[config.mk]
export PLATFORM = sky130hd
export DESIGN_NAME = counter_2bit
export DESIGN_NICKNAME = d
export VERILOG_FILES = /design/src/rtl/counter_2bit.sv
export SDC_FILE = /design/constraint.sdc
export NUM_CORES = 1
export LEC_CHECK = 0
export CAP_MARGIN = 20
export CORE_AREA = 2 2 39 41
export CTS_BUF_LIST = sky130_fd_sc_hd__clkbuf_4 sky130_fd_sc_hd__clkbuf_8
export CTS_CLUSTER_SIZE = 8
export DETAILED_ROUTE_END_ITERATION = 16
export DIE_AREA = 0 0 41 43
export HOLD_SLACK_MARGIN = 0.03
export SLEW_MARGIN = 15
export SYNTH_ARGS = -nofsm -noshare
export SYNTH_HDL_FRONTEND = slang
export SYNTH_SLANG_ARGS = --single-unit
[constraint.sdc]
create_clock -name clk -period 1.35 [get_ports clk]
set_input_delay 0.3375 -clock clk [delete_from_list [all_inputs] [get_ports clk]]
set_output_delay 0.3375 -clock clk [all_outputs]
set_load 0.02 [all_outputs]
[src/rtl/counter_2bit.sv]
// Up/down binary counter with a registered wrap pulse.
// Define COUNTER_2BIT_SAT_EN to saturate at the ends instead of wrapping.
module counter_2bit #(
    parameter int WIDTH       = 2,
    parameter int RESET_VALUE = 0
) (
    input  logic             clk,
    input  logic             reset,
    input  logic             up_down,
    output logic [WIDTH-1:0] count,
    output logic             wrap
);

    localparam logic [WIDTH-1:0] RST_VAL = WIDTH'(RESET_VALUE);
    localparam logic [WIDTH-1:0] MAX_VAL = '1;
    localparam logic [WIDTH-1:0] ONE     = WIDTH'(1);

    logic [WIDTH-1:0] r_count;
    logic             r_wrap;
    logic [WIDTH-1:0] w_count_nxt;
    logic             w_at_end;

    // w_at_end: this edge would step past the end of the range in the chosen direction
    always_comb begin
        w_at_end = up_down ? (r_count == MAX_VAL) : (r_count == '0);
`ifdef COUNTER_2BIT_SAT_EN
        w_count_nxt = w_at_end ? r_count : (up_down ? r_count + ONE : r_count - ONE);
`else
        w_count_nxt = up_down ? r_count + ONE : r_count - ONE;
`endif
    end

    always_ff @(posedge clk or negedge reset) begin
        if (!reset) begin
            r_count <= RST_VAL;
            r_wrap  <= 1'b0;
        end else begin
            r_count <= w_count_nxt;
            r_wrap  <= w_at_end;
        end
    end

    assign count = r_count;
    assign wrap  = r_wrap;

endmodule

==> out/results.txt, run 1 <==
CTS sink cnt: 3
Highest clock rate: 0.7971 GHz
Fillers: 161
Max_cap viols: 0
Startpoint Class: flop
Clk Latency, worst-skew pair: 0.23 ns
Die Y: 43 µm
Via count: 101
Final hold viol count: 0
Antenna diode count: 0
Sw frac: 27.66%
Clk slew on worst S/H paths: 0.04 ns
Core footprint: 1384 µm²
CP required: 1.01 ns
Final setup TNS: 0 ns
Reg2reg start: count[1]
Final instance area: 222.7 µm²
Drt wl/cell: 5.306 µm
Hold bufs inserted after CTS: 0
Via density: 2.806
Initial Utilization: 8.047%
Fin crit share: 92.93%
I/O Buffers: 5
Routability Congestion: 0.5172
Slew Viols, Final: 0
Seq pwr share: 29.2%
HP Class: primary input to asynchronous set/reset pin
Post-Syn Area: 111.4 µm²
Die W: 41 µm
Crit Path Max Fanout: 2
Overall power: 0.0004216 W
Synth top area share: 67.42%
# setup viols final: 0
Layout cells sized above 1: 30.00%
Leading cell type in the layout, fill and taps excluded: clkbuf_4
Total iterations of the first detailed-routing run: 2
Global route overflow: 0
Routed WL: 191 µm
Largest net degree at the start of global routing: 5
Detail Placement HPWL: 149.2 µm
CTS tree: done
Crit. End Element: primary output
Antenna violations before repair: 0
Most frequent cells in the layout: clkbuf_4, dfrtp_1, dlygate4sd2_1
Slew HR: 86.48%
Synth Instances: 9
Worst Skew: 0.0002208 ns
Max stage delay on crit path: 0.37 ns
Post-layout net count: 24
CTS root buffer: clkbuf_4
Crit path buffers/inverters: 1
DRC viols: 0
Dominant cells by area after synthesis: dfrtp_1, xnor2_1, xor2_1
Leakage: 0.1063 nW
Total Routing Usage GR: 2.808%
Critical R2R Capture: wrap
IO Pins: 6
Internal power: 0.0003050 W
Worst path arrival time: 0.92 ns
Status: finished clean
Yosys synthesis warning count: 0
Syn avg cell area: 12.37 µm²
TritonCTS buffer count: 3
DR iter-0 viols: 2
Area Overhead vs Synth: 100.0%
Family with the most delay on the worst path: flip-flops
First-pass GRT wire length: 282 µm
Synth area leader: dfrtp_1
Pwr dens: 1893 nW/µm²
Worst Setup Path Type: flop to primary output
Post-DRT Antenna Nets: 0
Flops & latches, synth: 3
Number of distinct library cells after synthesis: 7
Clk buf depth: 2
Die Area: 1763 µm²
P_sw: 0.0001166 W
Reg2reg path depth: 3
Slowest-stage cell, CP: dfrtp_1
VDD IR max: 320.2 µV
Dpl cell area: 196.4 µm²
Post-synth net total: 12
H-tree levels: 1
Worst Tran Pin Value: 0.2036 ns
Post-route minimum period: 1.255 ns
Row cnt: 14
Sequential share of the synthesized area: 67.42%
Number of global-route vias before repair: 79
Combinational Power Share: 28.8%
Crit-path cells: dlygate4sd2_1
Clock power share: 42.0%
R2r setup slk: 0.36 ns
Unrepaired setup endpoints after global routing: false
==> synthesized netlist by cell type <==
cell type and number:
dfrtp_1 3, inv_1 1, nand2_1 1, nand3_1 1, or3_1 1, xnor2_1 1, xor2_1 1
==> how the worst max path moves through the flow <==
stage                   from       end  slack (ns)  cells after the start
CTS                 count[1]  count[1]        0.08                      1
global placement    count[1]  count[1]        0.09                      1
finish              count[1]  count[1]         0.1                      1
floorplan           count[1]      wrap        0.39                      2
detailed placement  count[1]  count[1]        0.08                      1
global route        count[0]  count[0]        0.06                      1
==> repair_timing <==
action                                  CTS  global route
endpoints found under the hold margin     0             0
endpoints found under the setup margin    3             0
setup buffers                             0             0
gates resized for setup                   3             0
==> metrics by stage <==
stage | cells | utilization (%) | hold WS [ns] | setup slack [ns]
5_1_grt | 36 | 16.09 | 0.2949 | 0.05540
3_5_place_dp | 32 | 14.20 | 0.5297 | 0.08127
6_report | 36 | 16.09 | 0.2845 | 0.09541
2_1_floorplan | 9 | - | 0.04191 | 0.3851
4_1_cts | 36 | 16.09 | 0.2818 | 0.08309
3_3_place_gp | 32 | 14.20 | 0.5171 | 0.08559
==> cell families after synthesis <==
| family | share of synthesized area, % |
|---|---|
| flops | 67.41 |
| simple gates | 13.48 |
| xor+xnor | 15.73 |
| buf+inv | 3.368 |
==> power groups by stage <==
stage | Clock (W) | Sequential [W] | Combinational (W)
finish | 0.000177 | 0.000123 | 0.000121
detailed placement | 0 | 0.000126 | 0.000139
global placement | 0 | 0.000125 | 0.000139
global route | 0.000183 | 0.000125 | 0.000131
CTS | 0.000185 | 0.000124 | 0.000123
floorplan | 0 | 0.000163 | 0.0000202
==> metal layers <==
layer  share of wire (%)  track usage, %
met1                  32           2.564
met2                  43           2.813
met3                  16           1.047
met4                 8.9           6.000
met5                   0               0
==> flip-flops by register name (all words and copies together) (netlist names) <==
signal  flops
count       2
wrap        1
==> area by class of cell <==
| class | count | area (µm²) | area share, % |
|---|---|---|---|
| Sequential cell | 3 | 75.07 | 33.71 |
| Tap cell | 16 | 20.02 | 8.989 |
| Clock buffer | 4 | 30.03 | 13.48 |
| Timing Repair Buffer | 7 | 61.31 | 27.53 |
| Inverter | 1 | 3.754 | 1.685 |
| Multi-Input combinational cell | 5 | 32.53 | 14.61 |
No activity file was read; power rests on OpenSTA's default activity.
==> inputs of run 2 (changes only) <==
- ABC_AREA: unset -> 0
- SLEW_MARGIN: 15 -> unset
==> results of run 2 <==
No change in the layout: final DEF, timing and power equal those of run 1.
